## config.mk

```make
export PLATFORM = sky130hd
export DESIGN_NAME = vga_text_ctrl
export DESIGN_NICKNAME = d
export VERILOG_FILES = /design/src/rtl/vga_text_pkg.sv /design/src/rtl/vga_text_palette.sv /design/src/rtl/vga_text_ctrl.sv
export SDC_FILE = /design/constraint.sdc
export NUM_CORES = 1
export LEC_CHECK = 0
export BUFFER_PORTS_ARGS = -buffer_cell sky130_fd_sc_hd__buf_4
export CAP_MARGIN = 20
export CORE_ASPECT_RATIO = 1.5
export CORE_UTILIZATION = 40
export CTS_CLUSTER_DIAMETER = 120
export DETAILED_ROUTE_END_ITERATION = 7
export GPL_TIMING_DRIVEN = 0
export HOLD_SLACK_MARGIN = 0.02
export PLACE_DENSITY_LB_ADDON = 0.3
export SYNTH_ARGS = -nofsm -noshare
export SYNTH_HDL_FRONTEND = slang
export SYNTH_SLANG_ARGS = --single-unit
```

## constraint.sdc

```tcl
create_clock -name clk -period 4.63 [get_ports clk]
set_input_delay 1.389 -clock clk [delete_from_list [all_inputs] [get_ports clk]]
set_output_delay 1.389 -clock clk [all_outputs]
set_load 0.01 [all_outputs]
```

## src/rtl/vga_text_pkg.sv

```systemverilog
// vga_text_pkg: shared definitions for the colour text-mode pixel pipeline.
//   - text cell field offsets (code / foreground / background)
//   - rgb444_t pixel type and the fixed 16-entry CGA palette
//   - pipeline latency LAT and the blink FSM state type
package vga_text_pkg;

    localparam int LAT = 3;

    localparam int CODE_LSB = 0;
    localparam int CODE_MSB = 7;
    localparam int FG_LSB   = 8;
    localparam int FG_MSB   = 11;
    localparam int BG_LSB   = 12;
    localparam int BG_MSB   = 15;

    // {R, G, B} nibbles
    typedef logic [11:0] rgb444_t;

    localparam rgb444_t CGA_PALETTE [16] = '{
        12'h000, 12'h00A, 12'h0A0, 12'h0AA, 12'hA00, 12'hA0A, 12'hA50, 12'hAAA,
        12'h555, 12'h55F, 12'h5F5, 12'h5FF, 12'hF55, 12'hF5F, 12'hFF5, 12'hFFF
    };

    typedef enum logic {
        BLINK_HIDE = 1'b0,
        BLINK_SHOW = 1'b1
    } blink_state_t;

endpackage

```

## src/rtl/vga_text_palette.sv

```systemverilog
// vga_text_palette: combinational 16-entry palette lookup.
//   idx : 4-bit palette index
//   rgb : 12-bit {R,G,B} colour
module vga_text_palette
    import vga_text_pkg::*;
(
    input  logic [3:0]  idx,
    output logic [11:0] rgb
);

    assign rgb = CGA_PALETTE[idx];

endmodule

```

## src/rtl/vga_text_ctrl.sv

```systemverilog
// vga_text_ctrl: colour text-mode pixel pipeline with blinking underline
// cursor, sitting between the VGA timing generator and the text buffer /
// font ROM.
//
// Ports:
//   clk, reset                 pixel clock, synchronous active-low reset
//   disp, x_pos, y_pos         timing generator: active area and position
//   hsync_in, vsync_in         timing generator syncs
//   frame_start                one-cycle pulse per frame (drives blink)
//   cell_addr / cell_data      text buffer address out, 16-bit cell in
//   font_addr / font_data      font ROM {code,row} out, glyph row in (bit0 = left)
//   cursor_en/col/row          underline cursor control
//   vga_r/g/b, hsync, vsync    4:4:4 colour and syncs, all LAT cycles behind input
//
// Build option: define VGA_TEXT_CHAR_BLINK_EN to make bg[3] a per-character
// blink attribute (background index becomes {0,bg[2:0]}, glyph hidden while
// the blink phase is HIDE). Without it bg is a full 4-bit index.
//
// Pipeline (input sampled at edge n):
//   n   : cell_addr, pixel column/row within glyph, cursor hit, disp, syncs
//   n+1 : font_addr, fg/bg from cell_data
//   n+2 : pixel bit from font_data, cursor / blink modifiers
//   n+3 : palette lookup into RGB
module vga_text_ctrl
    import vga_text_pkg::*;
#(
    parameter int H_DISP       = 1280,
    parameter int V_DISP       = 1024,
    parameter int FONT_W       = 8,
    parameter int FONT_H       = 16,
    parameter int BLINK_FRAMES = 30
) (
    input  logic                                              clk,
    input  logic                                              reset,
    input  logic                                              disp,
    input  logic [$clog2(H_DISP)-1:0]                         x_pos,
    input  logic [$clog2(V_DISP)-1:0]                         y_pos,
    input  logic                                              hsync_in,
    input  logic                                              vsync_in,
    input  logic                                              frame_start,
    output logic [$clog2((H_DISP/FONT_W)*(V_DISP/FONT_H))-1:0] cell_addr,
    input  logic [15:0]                                       cell_data,
    output logic [8+$clog2(FONT_H)-1:0]                       font_addr,
    input  logic [FONT_W-1:0]                                 font_data,
    input  logic                                              cursor_en,
    input  logic [$clog2(H_DISP/FONT_W)-1:0]                  cursor_col,
    input  logic [$clog2(V_DISP/FONT_H)-1:0]                  cursor_row,
    output logic [3:0]                                        vga_r,
    output logic [3:0]                                        vga_g,
    output logic [3:0]                                        vga_b,
    output logic                                              hsync,
    output logic                                              vsync
);

    localparam int COLS = H_DISP / FONT_W;
    localparam int ROWS = V_DISP / FONT_H;
    localparam int CW   = $clog2(FONT_W);
    localparam int RW   = $clog2(FONT_H);
    localparam int CAW  = $clog2(COLS * ROWS);
    localparam int CCW  = $clog2(COLS);
    localparam int CRW  = $clog2(ROWS);
    localparam int BCW  = (BLINK_FRAMES > 1) ? $clog2(BLINK_FRAMES) : 1;

    if ((H_DISP % FONT_W) != 0 || (V_DISP % FONT_H) != 0) begin : g_bad_geometry
        $error("vga_text_ctrl: display size must be a multiple of the glyph size");
    end

    // ---------------- blink FSM ----------------
    blink_state_t   blink_state;
    logic [BCW-1:0] blink_cnt;
    logic           blink_phase;

    always_ff @(posedge clk) begin
        if (!reset) begin
            blink_state <= BLINK_SHOW;
            blink_cnt   <= '0;
        end else if (frame_start) begin
            if (blink_cnt == BCW'(BLINK_FRAMES - 1)) begin
                blink_cnt   <= '0;
                blink_state <= (blink_state == BLINK_SHOW) ? BLINK_HIDE : BLINK_SHOW;
            end else begin
                blink_cnt <= blink_cnt + BCW'(1);
            end
        end
    end

    assign blink_phase = (blink_state == BLINK_SHOW);

    // ---------------- S0 combinational ----------------
    // Glyph sizes are powers of two, so cell coordinates are plain shifts.
    logic [CCW-1:0] cell_col;
    logic [CRW-1:0] cell_row;
    logic           cursor_hit;

    assign cell_col   = CCW'(x_pos >> CW);
    assign cell_row   = CRW'(y_pos >> RW);
    // Underline occupies the bottom two glyph rows of the cursor cell.
    assign cursor_hit = cursor_en && (cell_col == cursor_col) && (cell_row == cursor_row)
                        && (y_pos[RW-1:0] >= RW'(FONT_H - 2));

    // ---------------- pipeline registers ----------------
    logic [LAT-1:0] vld_pipe;          // disp delayed, [k] valid after edge n+k
    logic [LAT:0]   hs_pipe, vs_pipe;  // [LAT] is the output register
    logic [CW-1:0]  col_s0, col_s1;
    logic [RW-1:0]  row_s0;
    logic           hit_s0, hit_s1;
    logic [3:0]     fg_s1, bg_s1, fg_s2, bg_s2;
    logic           pix_s2;
    logic [11:0]    rgb_q;

    // ---------------- S2 combinational ----------------
    logic       pix_c;
    logic [3:0] bg_idx_c;

    always_comb begin
        pix_c    = font_data[col_s1];
        bg_idx_c = bg_s1;
        if (hit_s1 && blink_phase)
            pix_c = ~pix_c;
`ifdef VGA_TEXT_CHAR_BLINK_EN
        bg_idx_c = {1'b0, bg_s1[2:0]};
        if (bg_s1[3] && !blink_phase)
            pix_c = 1'b0;
`endif
    end

    // ---------------- S3 palette ----------------
    logic [3:0]  pal_idx;
    logic [11:0] pal_rgb;

    assign pal_idx = pix_s2 ? fg_s2 : bg_s2;

    vga_text_palette u_palette (
        .idx (pal_idx),
        .rgb (pal_rgb)
    );

    always_ff @(posedge clk) begin
        if (!reset) begin
            cell_addr <= '0;
            font_addr <= '0;
            vld_pipe  <= '0;
            hs_pipe   <= '1;
            vs_pipe   <= '1;
            col_s0    <= '0;
            col_s1    <= '0;
            row_s0    <= '0;
            hit_s0    <= 1'b0;
            hit_s1    <= 1'b0;
            fg_s1     <= '0;
            bg_s1     <= '0;
            fg_s2     <= '0;
            bg_s2     <= '0;
            pix_s2    <= 1'b0;
            rgb_q     <= '0;
        end else begin
            // S0
            cell_addr <= CAW'(cell_row) * CAW'(COLS) + CAW'(cell_col);
            col_s0    <= x_pos[CW-1:0];
            row_s0    <= y_pos[RW-1:0];
            hit_s0    <= cursor_hit;
            vld_pipe  <= {vld_pipe[LAT-2:0], disp};
            hs_pipe   <= {hs_pipe[LAT-1:0], hsync_in};
            vs_pipe   <= {vs_pipe[LAT-1:0], vsync_in};
            // S1
            font_addr <= {cell_data[CODE_MSB:CODE_LSB], row_s0};
            fg_s1     <= cell_data[FG_MSB:FG_LSB];
            bg_s1     <= cell_data[BG_MSB:BG_LSB];
            col_s1    <= col_s0;
            hit_s1    <= hit_s0;
            // S2
            pix_s2    <= pix_c;
            fg_s2     <= fg_s1;
            bg_s2     <= bg_idx_c;
            // S3
            rgb_q     <= vld_pipe[LAT-1] ? pal_rgb : 12'h000;
        end
    end

    assign vga_r = rgb_q[11:8];
    assign vga_g = rgb_q[7:4];
    assign vga_b = rgb_q[3:0];
    assign hsync = hs_pipe[LAT];
    assign vsync = vs_pipe[LAT];

endmodule
```

==> flow_summary.yaml <==
outcome:
  status: "finished, violations left"
  violations: "DRC"
grt:
  antenna_found_initial: 0
  grt_pass1_wl_mm: 9.404
  grt_max_degree: 15
  grt_pass1_vias: 2165
  grt_usage_pct: 16.51
  grt-ovfl-total: 0
layout:
  fin_nets: 460
  drive_gt1_share_pct: 34.11
  multi_input_area_um2: 1237
  area_delta_synth_final_pct: 37.44
  fin_util_pct: 57.46
  fillCellCount: 613
  ff_latch_area_um2: 1541
  antenna_cells: 0
cts:
  hold_buffers: 0
  cts_tree: "built"
  clk_path_buf_depth: 2
  cts.reportedPaths.clkPinSlew_ns: 0.08
  postCtsSetupRepairBufs: 0
  clockRootBuffer: "clkbuf_8"
  cts_buffers: 9
  cts-resized-gates: 0
  cts_sinks: 77
  htreeDepth: 3
  insertion_delay_ns: 0.34
sta:
  skew_ns: 0.006442
  setup_viol: 0
  setup_tns_ns: 0
  slew_headroom_pct: 68.53
  fmax_mhz: 310.5
  hold_viol_final: 0
  drv_slew: 0
  rsz0062_at_grt: "no"
  fin_crit_sh_pct: 69.55
  tightest_slew_ns: 0.4721
  layout_setup_ws_ns: 1.410
  fin_crit_ns: 3.220
run:
  maxCapViolations: 0
synthesis:
  yosysWarnings: 0
  ys_ff_latch: 77
  avgSynthCellArea_um2: 10.88
  ys_seq_area_share_pct: 53.45
  synthesis.area_um2: 2884
  ys_types: 33
  syn_inst: 265
  syn_nets: 346
floorplan:
  row_count: 37
  io_pins: 106
  die_area_um2: 7561
  die_height_um: 106.0
  core_um2: 6898
  die_w_um: 71.33
  start_util_pct: 41.81
min_path:
  hold_depth: 1
  hp-class: "flip-flop to flip-flop"
  worstHoldStart: "vs_pipe[1]"
  whs_endpoint: "vs_pipe[2]"
drt:
  dr.pass1.iters: 6
  drtIter0Drc: 86
  totalWireLength_mm: 5.705
  drtAntennaViolNets: 0
  drt-wirelength-per-cell_um: 12.35
  num_vias: 2151
  drc: 5
  avgViaCountPerCell: 4.656
worst_setup_path:
  reg2reg_to: "pix_s2"
  worstSetupStartpointType: "primary input"
  rr_startpoint: "col_s1[0]"
  arrival_ns: 3.45
  ff2ff_path_depth: 4
  cp_data_required_time_ns: 4.86
  ff2ff_setup_slack_ns: 3.21
  endpoint_kind: "flip-flop"
  cp_max_fo: 4
  worstSetupPathType: "primary input to flip-flop"
pwr:
  power.density_nw_per_um2: 357.3
  p_leak_uw: 0.001825
  vdd_drop_max_mv: 0.1933
placed_design:
  dp_hpwl_mm: 4.493
  gp_congestion: 0.7772
  post-place-ws_ns: 1.058
  io_buffers: 103
worst max-delay path, stage by stage:
cell	delay, ns
buf_4	0.13
ha_1	0.29
ha_1	0.22
fa_1	0.41
and3_4	0.20
or3_4	0.37
and3_4	0.18
mux2_2	0.26
how the worst max path moves through the flow:
stage / from / endpoint / depth (start not counted) / slack, ns
after floorplan: y_pos[5] / cell_addr[12] / 7 / 1.28
after global placement: y_pos[5] / cell_addr[12] / 8 / 1.05
after detailed placement: y_pos[5] / cell_addr[12] / 8 / 1.06
after CTS: y_pos[5] / cell_addr[12] / 8 / 1.43
after global routing: y_pos[5] / cell_addr[12] / 8 / 1.27
final: y_pos[5] / cell_addr[12] / 8 / 1.41
metal layers:
layer	global-route usage (%)	wire length [um]
met5	0	0
met2	30.48	3185
met4	9.429	119
met1	16.31	2074
met3	4.171	325
power breakdown:
group,total (uW),switching (uW),internal (uW)
clock,511,244,267
combinational,197,85.0,112
sequential,709,11.9,697
total,1420,341,1080
cell usage after synthesis:
| cell | count | area share, % |
|---|---|---|
| dfxtp_1 | 77 | 53 |
| o211ai_1 | 1 | 0.26 |
| a21o_1 | 2 | 0.52 |
| o41ai_1 | 1 | 0.30 |
| buf_4 | 7 | 1.8 |
| nor4_1 | 2 | 0.43 |
| nor3_1 | 3 | 0.52 |
| ha_1 | 13 | 5.6 |
| mux4_1 | 2 | 1.8 |
| or3_1 | 1 | 0.22 |
| nand4_1 | 5 | 1.1 |
| mux2i_1 | 3 | 1.0 |
| mux2_2 | 2 | 0.78 |
| nor2b_1 | 2 | 0.43 |
| and3_1 | 2 | 0.43 |
| xnor2_1 | 10 | 3.0 |
| nor2_1 | 12 | 1.6 |
| or3_4 | 1 | 0.39 |
| nand3_1 | 5 | 0.87 |
| o2111a_1 | 1 | 0.39 |
| a211oi_1 | 1 | 0.26 |
| nand2b_1 | 9 | 2.0 |
| inv_1 | 6 | 0.78 |
| and3_4 | 2 | 0.78 |
| a21oi_1 | 8 | 1.4 |
| clkbuf_1 | 8 | 1.0 |
| fa_1 | 2 | 1.4 |
| nand2_1 | 10 | 1.3 |
| and2_1 | 49 | 11 |
| xor2_1 | 13 | 3.9 |
| o21ai_0 | 3 | 0.52 |
| xnor3_1 | 1 | 0.78 |
| o22ai_1 | 1 | 0.22 |
state kept, by name, summed over array words and instances (netlist names):
| register | count |
|---|---|
| cell_addr | 14 |
| font_addr | 12 |
| blink_cnt | 5 |
| rgb_q | 5 |
| bg_idx_c | 4 |
| bg_s2 | 4 |
| fg_s1 | 4 |
| fg_s2 | 4 |
| hs_pipe | 4 |
| row_s0 | 4 |
| vs_pipe | 4 |
| col_s0 | 3 |
| col_s1 | 3 |
| vld_pipe | 3 |
| blink_phase | 1 |
| hit_s0 | 1 |
| hit_s1 | 1 |
| pix_s2 | 1 |
stage by stage:
| stage | power [uW] | instance area [um^2] | hold slack, ns | std cells |
|---|---|---|---|---|
| final | 1416 | 3964 | 0.4176 | 462 |
| after global routing | 1489 | 3964 | 0.4308 | 462 |
| after floorplan | 824.9 | 2884 | 0.3863 | 265 |
| after global placement | 917.8 | 3755 | 0.3915 | 446 |
| after detailed placement | 922.8 | 3755 | 0.4025 | 446 |
| after CTS | 1438 | 3964 | 0.4231 | 462 |
layout by cell type, fill, tap and decap left out, drive strengths merged, types with 4 or more instances in the layout:
cell	n
a21oi	8
and2	49
and3	4
buf	110
clkbuf	18
dfxtp	77
ha	13
inv	7
nand2	10
nand2b	9
nand3	5
nand4	5
nor2	12
xnor2	10
xor2	13
final cells by class:
type,count,share of cell area [%]
sequential,77,38.89
multi-input combinational,167,31.22
timing repair buffer,103,19.51
clock buffer,10,3.472
tap,78,2.462
buffer,15,2.083
clock inverter,6,1.799
inverter,6,0.5682
kinds of logic after synthesis:
| family | synth area share [%] |
|---|---|
| and+or+nand+nor | 20.61 |
| DFF | 53.45 |
| xor gates and xnor gates | 7.766 |
| buffers and inverters | 3.644 |
| AOI/OAI and AO/OA | 3.861 |
| adders and majority gates | 7.028 |
| muxes | 3.644 |
No activity file was read; power rests on OpenSTA's default activity.
